--- config.mk ---
export PLATFORM = sky130hd
export DESIGN_NAME = prbs_err_monitor
export DESIGN_NICKNAME = d
export VERILOG_FILES = /design/src/rtl/prbs_mon_pkg.sv /design/src/rtl/prbs_popcount.sv /design/src/rtl/prbs_err_monitor.sv
export SDC_FILE = /design/constraint.sdc
export NUM_CORES = 1
export LEC_CHECK = 0
export BUFFER_PORTS_ARGS = -buffer_cell sky130_fd_sc_hd__buf_4
export CORE_MARGIN = 8
export CORE_UTILIZATION = 36
export CTS_BUF_LIST = sky130_fd_sc_hd__clkbuf_4 sky130_fd_sc_hd__clkbuf_8
export DETAILED_ROUTE_END_ITERATION = 7
export SLEW_MARGIN = 20
export SYNTH_ARGS = -nofsm -noshare
export SYNTH_HDL_FRONTEND = slang
export SYNTH_HIERARCHICAL = 1
export SYNTH_SLANG_ARGS = --single-unit
--- constraint.sdc ---
create_clock -name CLK -period 5.8 [get_ports CLK]
set_input_delay 0 -clock CLK [delete_from_list [all_inputs] [get_ports CLK]]
set_output_delay 0 -clock CLK [all_outputs]
set_load 0.005 [all_outputs]
--- src/rtl/prbs_mon_pkg.sv ---
// Shared types, width helpers and saturation constants for prbs_err_monitor.
// Optional window snapshot outputs are enabled by PRBS_MON_WIN_SNAPSHOT_EN.
package prbs_mon_pkg;

   typedef enum logic {
      ST_SEARCH = 1'b0,
      ST_LOCKED = 1'b1
   } mon_state_t;

   localparam logic [15:0] SYNC_LOSS_MAX = 16'hFFFF;

   function automatic int at_least_one(input int w);
      return (w < 1) ? 1 : w;
   endfunction

   // Width of a count of set bits in an nbits-wide vector
   function automatic int pop_w(input int nbits);
      return $clog2(nbits + 1);
   endfunction

   // Clean-run counter only needs to reach lock_cnt-1
   function automatic int clean_w(input int lock_cnt);
      return at_least_one($clog2(lock_cnt));
   endfunction

   // Window position counter runs 0 .. win_len-1
   function automatic int win_words_w(input int win_len);
      return at_least_one($clog2(win_len));
   endfunction

   // Errored-word count in a window never exceeds thr-1 before sync is lost
   function automatic int win_bad_w(input int thr);
      return at_least_one($clog2(thr));
   endfunction

   // Total bit errors that can occur inside one window
   function automatic int win_err_w(input int win_len, input int nbits);
      return $clog2(win_len * nbits + 1);
   endfunction

endpackage

--- src/rtl/prbs_popcount.sv ---
// Combinational population count of an NBITS-wide error vector.
module prbs_popcount
   import prbs_mon_pkg::*;
#(
   parameter int NBITS = 16
) (
   input  logic [NBITS-1:0]        vec,
   output logic [pop_w(NBITS)-1:0] count
);

   localparam int CW = pop_w(NBITS);

   // Sum every bit; synthesis rebalances the chain into an adder tree
   always_comb begin
      logic [CW-1:0] acc;
      acc = '0;
      for (int unsigned i = 0; i < NBITS; i++) begin
         acc = acc + CW'(vec[i]);
      end
      count = acc;
   end

endmodule

--- src/rtl/prbs_err_monitor.sv ---
// PRBS error monitor: lock / loss-of-sync tracking and saturating BER
// statistics over the checker's per-bit error vector.
// Optional macro PRBS_MON_WIN_SNAPSHOT_EN adds WIN_ERR / WIN_DONE outputs.
module prbs_err_monitor
   import prbs_mon_pkg::*;
#(
   parameter int NBITS      = 16,
   parameter int LOCK_CNT   = 64,
   parameter int WIN_LEN    = 1024,
   parameter int UNLOCK_THR = 16,
   parameter int CNT_W      = 48
) (
   input  logic                 CLK,
   input  logic                 RST,
   input  logic [NBITS-1:0]     ERR_IN,
   input  logic                 ERR_VALID,
   input  logic                 CLR,
   output logic                 LOCKED,
   output logic                 LOS_PULSE,
   output logic [CNT_W-1:0]     ERR_CNT,
   output logic [CNT_W-1:0]     WORD_CNT,
   output logic [15:0]          SYNC_LOSS_CNT
`ifdef PRBS_MON_WIN_SNAPSHOT_EN
   ,
   output logic [win_err_w(WIN_LEN, NBITS)-1:0] WIN_ERR,
   output logic                                 WIN_DONE
`endif
);

   localparam int PW  = pop_w(NBITS);
   localparam int CLW = clean_w(LOCK_CNT);
   localparam int WWW = win_words_w(WIN_LEN);
   localparam int WBW = win_bad_w(UNLOCK_THR);

   // Stage 1: registered error word and its qualifier
   logic [NBITS-1:0] err_q;
   logic             vld_q;
   logic [PW-1:0]    pop;
   logic             bad;

   // Stage 2: FSM and window state
   mon_state_t       state_q, state_d;
   logic [CLW-1:0]   clean_q, clean_d;
   logic [WWW-1:0]   win_words_q, win_words_d;
   logic [WBW-1:0]   win_bad_q, win_bad_d;
   logic [CNT_W-1:0] err_cnt_d, word_cnt_d;
   logic [15:0]      sync_loss_d;
   logic             los_d;

   logic [CNT_W:0]   err_sum;
   logic [CNT_W-1:0] err_sat, word_sat;
   logic [15:0]      loss_sat;
   logic             thr_hit, lock_hit, win_end;

`ifdef PRBS_MON_WIN_SNAPSHOT_EN
   localparam int WEW = win_err_w(WIN_LEN, NBITS);
   logic [WEW-1:0] win_acc_q, win_acc_d, win_err_d;
   logic           win_done_d;
`endif

   // Capture the incoming word; reset discards anything in flight
   always_ff @(posedge CLK) begin
      if (RST) begin
         err_q <= '0;
         vld_q <= 1'b0;
      end else begin
         err_q <= ERR_IN;
         vld_q <= ERR_VALID;
      end
   end

   prbs_popcount #(
      .NBITS (NBITS)
   ) u_popcount (
      .vec   (err_q),
      .count (pop)
   );

   assign bad = |err_q;

   // Saturating increments and decision terms for the current word
   always_comb begin
      err_sum  = {1'b0, ERR_CNT} + (CNT_W+1)'(pop);
      err_sat  = err_sum[CNT_W] ? '1 : err_sum[CNT_W-1:0];
      word_sat = (&WORD_CNT) ? WORD_CNT : WORD_CNT + CNT_W'(1);
      loss_sat = (SYNC_LOSS_CNT == SYNC_LOSS_MAX) ? SYNC_LOSS_CNT
                                                  : SYNC_LOSS_CNT + 16'd1;
      thr_hit  = (32'(win_bad_q) + 32'(bad)) >= 32'(UNLOCK_THR);
      lock_hit = (clean_q == CLW'(LOCK_CNT - 1));
      win_end  = (win_words_q == WWW'(WIN_LEN - 1));
   end

   // Next-state and counter update; CLR overrides the statistics last
   always_comb begin
      state_d     = state_q;
      clean_d     = clean_q;
      win_words_d = win_words_q;
      win_bad_d   = win_bad_q;
      err_cnt_d   = ERR_CNT;
      word_cnt_d  = WORD_CNT;
      sync_loss_d = SYNC_LOSS_CNT;
      los_d       = 1'b0;
`ifdef PRBS_MON_WIN_SNAPSHOT_EN
      win_acc_d   = win_acc_q;
      win_err_d   = WIN_ERR;
      win_done_d  = 1'b0;
`endif
      if (vld_q) begin
         unique case (state_q)
            ST_SEARCH: begin
               if (bad) begin
                  clean_d = '0;
               end else if (lock_hit) begin
                  state_d     = ST_LOCKED;
                  clean_d     = '0;
                  win_words_d = '0;
                  win_bad_d   = '0;
`ifdef PRBS_MON_WIN_SNAPSHOT_EN
                  win_acc_d   = '0;
`endif
               end else begin
                  clean_d = clean_q + CLW'(1);
               end
            end
            ST_LOCKED: begin
               err_cnt_d  = err_sat;
               word_cnt_d = word_sat;
               if (thr_hit) begin
                  // Loss of sync wins over a window completing on the same word
                  state_d     = ST_SEARCH;
                  los_d       = 1'b1;
                  sync_loss_d = loss_sat;
                  clean_d     = '0;
                  win_words_d = '0;
                  win_bad_d   = '0;
`ifdef PRBS_MON_WIN_SNAPSHOT_EN
                  win_acc_d   = '0;
`endif
               end else if (win_end) begin
                  win_words_d = '0;
                  win_bad_d   = '0;
`ifdef PRBS_MON_WIN_SNAPSHOT_EN
                  win_err_d   = win_acc_q + WEW'(pop);
                  win_done_d  = 1'b1;
                  win_acc_d   = '0;
`endif
               end else begin
                  win_words_d = win_words_q + WWW'(1);
                  win_bad_d   = win_bad_q + WBW'(bad);
`ifdef PRBS_MON_WIN_SNAPSHOT_EN
                  win_acc_d   = win_acc_q + WEW'(pop);
`endif
               end
            end
            default: state_d = ST_SEARCH;
         endcase
      end
      if (CLR) begin
         err_cnt_d   = '0;
         word_cnt_d  = '0;
         sync_loss_d = '0;
      end
   end

   // Stage 2 registers and registered outputs
   always_ff @(posedge CLK) begin
      if (RST) begin
         state_q       <= ST_SEARCH;
         clean_q       <= '0;
         win_words_q   <= '0;
         win_bad_q     <= '0;
         LOCKED        <= 1'b0;
         LOS_PULSE     <= 1'b0;
         ERR_CNT       <= '0;
         WORD_CNT      <= '0;
         SYNC_LOSS_CNT <= '0;
      end else begin
         state_q       <= state_d;
         clean_q       <= clean_d;
         win_words_q   <= win_words_d;
         win_bad_q     <= win_bad_d;
         LOCKED        <= (state_d == ST_LOCKED);
         LOS_PULSE     <= los_d;
         ERR_CNT       <= err_cnt_d;
         WORD_CNT      <= word_cnt_d;
         SYNC_LOSS_CNT <= sync_loss_d;
      end
   end

`ifdef PRBS_MON_WIN_SNAPSHOT_EN
   // Window snapshot registers; untouched by CLR
   always_ff @(posedge CLK) begin
      if (RST) begin
         win_acc_q <= '0;
         WIN_ERR   <= '0;
         WIN_DONE  <= 1'b0;
      end else begin
         win_acc_q <= win_acc_d;
         WIN_ERR   <= win_err_d;
         WIN_DONE  <= win_done_d;
      end
   end
`endif

endmodule

After elaboration in Yosys (flattened, before gate mapping)
Cells that the tools add are included.
{"block": "op_classes", "eq_ne": 6, "n_reduce_logical": 9, "order_cmp": 1, "n_bitwise": 4, "n_mux": 20, "addsub": 22}
{"op": "adder 5 x 1 -> 5 bit", "n": 14}
{"op": "adder 48 x 5 -> 49 bit", "n": 1}
{"op": "adder 48 x 1 -> 48 bit, second input constant", "n": 1}
{"op": "2-to-1 mux 48 bit", "n": 1}
{"op": "AND reduction 48 bit", "n": 1}
{"op": "2-to-1 mux 10 bit", "n": 4}
{"op": "case mux 10 bit (2 select lines)", "n": 1}
{"op": "2-to-1 mux 6 bit", "n": 3}
{"op": "adder 16 x 1 -> 16 bit, second input constant", "n": 1}
{"op": "equality test 16 bit, second input constant", "n": 1}
{"op": "2-to-1 mux 4 bit", "n": 4}
{"op": "OR reduction 16 bit", "n": 1}
{"op": "case mux 6 bit (2 select lines)", "n": 1}
{"op": "adder 10 x 1 -> 10 bit, second input constant", "n": 1}
{"op": "equality test 10 bit, second input constant", "n": 1}
{"op": "case mux 4 bit (2 select lines)", "n": 1}
{"op": "adder 6 x 1 -> 6 bit, second input constant", "n": 1}
{"op": "equality test 6 bit, second input constant", "n": 1}
{"op": "AND reduction 3 bit", "n": 2}
{"op": "adder 4 x 1 -> 5 bit", "n": 1}
{"op": ">= comparator 5 bit, second input constant", "n": 1}
{"op": "adder 4 x 1 -> 4 bit", "n": 1}
{"op": "2-to-1 mux 1 bit", "n": 4}
{"op": "inequality test 2 bit, second input constant", "n": 2}
{"op": "8 further kinds", "n": 12}
{"block": "totals", "out_inout_bits": 114, "ff_bits": 151}

Logic depth before layout (Yosys ltp)
{"block": "logic_depth", "depth_word": 17, "depth_mapped": 20, "ltp_nobuf": 19}

Modules after synthesis
Netlist, hierarchy kept.
{"mod": "prbs_err_monitor", "cells_per_inst": 804, "seq_area_each_um2": 3022.9, "area_per_inst_um2": 6965.4, "n_inst": 1}
{"mod": "prbs_popcount", "cells_per_inst": 42, "seq_area_each_um2": 0.0, "area_per_inst_um2": 394.1, "n_inst": 1}

Least setup slack after synthesis
No wires, ideal clock.
{"block": "synth_timing", "kind": "flip-flop to flip-flop", "start": "register err_q[2]", "end": "register ERR_CNT[43]", "arrival_ns": 4.873, "n_path_buf": 2, "synth_period_minus_slack_ns": 5.005, "slack_ns": 0.795, "path_stages_with_launch": 18, "setup_ns": 0.133, "cell_sequence": "dfxtp_1 inv_1 fa_1 fa_1 fa_1 fa_1 fa_1 fa_1 inv_1 ha_1 a21o_1 and4_1 clkbuf_1 o211ai_1 clkbuf_1 nor3_1 xnor2_1 a21oi_1"}
{"block": "synth_via", "elab_chain_cells": 16}
{"element": "start, declared", "line": "prbs_err_monitor.sv:36", "rtl": "logic [NBITS-1:0] err_q;"}
{"element": "start signal, assigned", "line": "prbs_err_monitor.sv:64", "rtl": "err_q <= '0;"}
{"element": "start signal, assigned", "line": "prbs_err_monitor.sv:67", "rtl": "err_q <= ERR_IN;"}
{"element": "adder 5 x 1 -> 5 bit (14 in a row)", "line": "prbs_popcount.sv:18", "rtl": "acc = acc + CW'(vec[i]);"}
{"element": "net pop[1]", "line": "prbs_err_monitor.sv:38", "rtl": "logic [PW-1:0] pop;"}
{"element": "adder 48 x 5 -> 49 bit", "line": "prbs_err_monitor.sv:83", "rtl": "err_sum = {1'b0, ERR_CNT} + (CNT_W+1)'(pop);"}
{"element": "2-to-1 mux 48 bit", "line": "prbs_err_monitor.sv:84", "rtl": "err_sat = err_sum[CNT_W] ? '1 : err_sum[CNT_W-1:0];"}
{"element": "end signal, assigned", "line": "prbs_err_monitor.sv:184", "rtl": "ERR_CNT <= err_cnt_d;"}
{"element": "end, declared", "line": "prbs_err_monitor.sv:20", "rtl": "output logic [CNT_W-1:0] ERR_CNT,"}
The timed path passes the listed nets, and every way through them passes these cells.
A chain may end at the register's enable or synchronous reset.

Worst setup path in the final report
{"block": "layout_timing", "start": "register err_q[2]", "end": "register ERR_CNT[44]"}
The elaborated chain is that of the path after synthesis.

==> key figures <==
Outcome
  – Status: completed

Setup path
  – Top Family by Delay on Critical Path: adder cells
  – Worst path required time: 6120 ps
  – Bufs and invs on worst path: 1
  – CP max stage cell: fa_1
  – Setup CP Type: flip-flop to flip-flop
  – Critical path arrival: 5770 ps
  – R2r setup slk: 350 ps
  – Critical Path Start Type: flip-flop
  – Crit-path max FO: 10
  – Crit path cell chain: inv_1, fa_1, fa_1, fa_1, fa_1, fa_1, fa_1, xnor2_1, ha_1, a21oi_1, o22ai_1, nand3_1, nor4_1, xnor2_1, a21oi_1
  – Most frequent cell on the critical path: fa_1
  – Worst Setup End Kind: flip-flop
  – Slowest cell delay on critical path: 530 ps

Die
  – CORE AREA: 20170 um^2
  – Initial Util: 36.49%
  – Chip height: 159.0 um
  – Die Span X: 159.0 um
  – Die area: 25270 um^2
  – Io pins: 134
  – Row Count: 52

Timing
  – Peak Freq: 183.5 MHz
  – Fin crit period: 5450 ps
  – TNS Setup: 0 ps
  – Tightest Pin Transition: 1008 ps
  – Worst Skew: 14.20 ps
  – RSZ-0062 raised after global routing: no
  – Post-route clock period utilization: 93.96%
  – Final Max Tran Viols: 0
  – WHS: 490.8 ps
  – Max transition margin: 32.23%
  – # setup viols final: 0
  – Final hold violation count: 0

Synth
  – Synthesis warning total: 6
  – Synth Area per Inst: 8.699 um^2
  – Top FF cell, synth: dfxtp_1
  – Asr flop ratio synth: 0%
  – Synthesized netlist net count: 893
  – Area share of the largest cell type after synthesis: 41.07%
  – Synth area leader: dfxtp_1
  – Yosys reg bits: 151
  – Synthesized area: 7360 um^2
  – Mapped Cells: 846
  – Post-synth EDFFs: 0
  – Synth cell types: 57
  – Area contributors post-synth: dfxtp_1, xor2_1, xnor2_1, nor2_1, nand4_1
  – Post-synthesis sequential area ratio: 41.07%

Power
  – Part of the power in registers: 49.6%
  – Worst IR Drop VDD: 131.4 uV
  – Combinational share of power: 9.2%
  – Switching share of power: 25.08%
  – Cell Int Power: 0.001582 W
  – PD cells: 224.9 nW/um^2
  – P_leak: 3.547 nW
  – Clock power share: 41.2%
  – Switching power: 0.0005299 W

Route
  – Routed wire length: 19.76 mm
  – DR pass1 iterations: 6
  – Vias: 6562
  – Post-route DRC violation count: 0
  – Wire per inst: 15.29 um
  – Routed Antenna Nets: 0
  – Initial DRC Count: 306
  – Via-to-Cell Ratio: 5.079

Min path
  – Worst min path class: flip-flop to flip-flop

Global routing
  – Vias in the first global route: 6490
  – Initial antenna violation count: 0
  – Grt total ovfl: 0
  – Global-route wire length before repair: 33.07 mm
  – Largest net degree at the start of global routing: 83
  – GRT Overall Usage: 15.56%

Finish
  – Area Growth Syn to Fin: 27.61%
  – Share of layout cells above drive strength 1: 18.10%
  – Commonest non-fill, non-tap cell in the layout: dfxtp_1
  – Antenna cells: 0
  – Most frequent cells in the layout: dfxtp_1, buf_4, nor2_1
  – Final #Nets: 1056
  – Fin area: 9392 um^2

Placement
  – Dpl cell area: 8601 um^2
  – IO buf count: 133
  – HPWL Detailed: 13.89 mm
  – GPL Wtd Cong: 0.7986

Clocking
  – H-tree depth: 4
  – CTS Buf Count: 17
  – Setup bufs post-CTS: 0
  – Clk Latency, worst-skew pair: 450 ps
  – CTS clk-pin slew, worst paths: 90 ps
  – CTS sink cnt: 151
  – CTS tree: yes
  – Max clock buf depth: 2
  – CTS root buf: clkbuf_8

Job
  – Max-cap violations: 0
-- through the flow --
step	util [%]	total power, W	std cells	worst slack, ps
after CTS	46.54	0.002146	1292	198.9
final	46.56	0.002112	1292	350.4
after global placement	42.64	0.001245	1224	364.1
after floorplan	-	0.001210	846	794.6
after global routing	46.56	0.002212	1292	6.556
after detailed placement	42.64	0.001249	1224	224.7
-- flip-flops by register name (all words and copies together), names as in the netlist --
name,cells
err_q,16
ERR_CNT,48
LOS_PULSE,1
vld_q,1
win_bad_q,4
WORD_CNT,48
SYNC_LOSS_CNT,16
state_q,1
clean_q,6
win_words_q,10
-- layer usage --
| layer | share of wire [%] | GRT usage (%) |
|---|---|---|
| met2 | 46 | 24.83 |
| met4 | 1.2 | 4.889 |
| met5 | 0 | 0 |
| met3 | 5.6 | 4.188 |
| met1 | 47 | 20.14 |
-- synth_stat cells, drive strengths merged (5+ instances only) --
library cell,number
a21oi,31
and2,8
and3,22
and4,15
buf,5
clkbuf,24
dfxtp,151
fa,11
ha,16
inv,29
nand2,56
nand3,43
nand4,50
nor2,109
nor2b,21
nor3,33
nor4,18
o21ai,34
o221a,5
or3,7
or4,5
xnor2,50
xor2,60
-- worst register-to-register path, stage by stage (launching register included) --
cell and delay, ps:
dfxtp_1 340, inv_1 60, fa_1 510, fa_1 520, fa_1 530, fa_1 430, fa_1 420, fa_1 430
xnor2_1 160, ha_1 340, a21oi_1 100, o22ai_1 380, nand3_1 420, nor4_1 430, xnor2_1 160, a21oi_1 80
-- path summary, 6_finish.rpt --
check,from,endpoint,cells after the start
setup / recovery,err_q[2]$_SDFF_PP0_,ERR_CNT[44]$_SDFFE_PP0P_,15
hold / removal,win_bad_q[0]$_SDFFE_PP0P_,win_bad_q[0]$_SDFFE_PP0P_,1
setup reg to reg,err_q[2]$_SDFF_PP0_,ERR_CNT[44]$_SDFFE_PP0P_,15
hold reg to reg,win_bad_q[0]$_SDFFE_PP0P_,win_bad_q[0]$_SDFFE_PP0P_,1
-- final cells by class --
type                    instances  area (um^2)
repair buffers                173         1389
multi-input cells             637         4106
clock buffers                  19        255.2
fillers                      1989        10780
flip-flops and latches        151         3023
inverters                      29        108.9
clock inverters                13        171.4
well taps                     270        337.8
-- power by group through the flow --
stage / logic (W) / clock network [W] / registers, W
final: 0.000195 / 0.000870 / 0.00105
after global routing: 0.000224 / 0.000939 / 0.00105
after CTS: 0.000197 / 0.000901 / 0.00105
after detailed placement: 0.000178 / 0 / 0.00107
after global placement: 0.000173 / 0 / 0.00107
after floorplan: 0.000139 / 0 / 0.00107
-- cells by family after synthesis --
kind of cell	Yosys count	synth area share, %
multiplexers	1	0.1360
AO/OA/AOI/OAI	100	8.518
buffers and inverters	58	3.213
XOR/XNOR	110	13.09
adder cells (fa/ha/maj)	27	5.712
AND/OR/NAND/NOR	399	28.26
flip-flops	151	41.07
-- timing repair --
| action | in CTS | in global routing |
|---|---|---|
| endpoints found under the hold margin | 30 | 0 |
| hold buffers | 36 | 0 |
| gates resized for setup | 0 | 1 |
| setup endpoints to repair | 0 | 22 |
No activity file was read; power rests on OpenSTA's default activity.
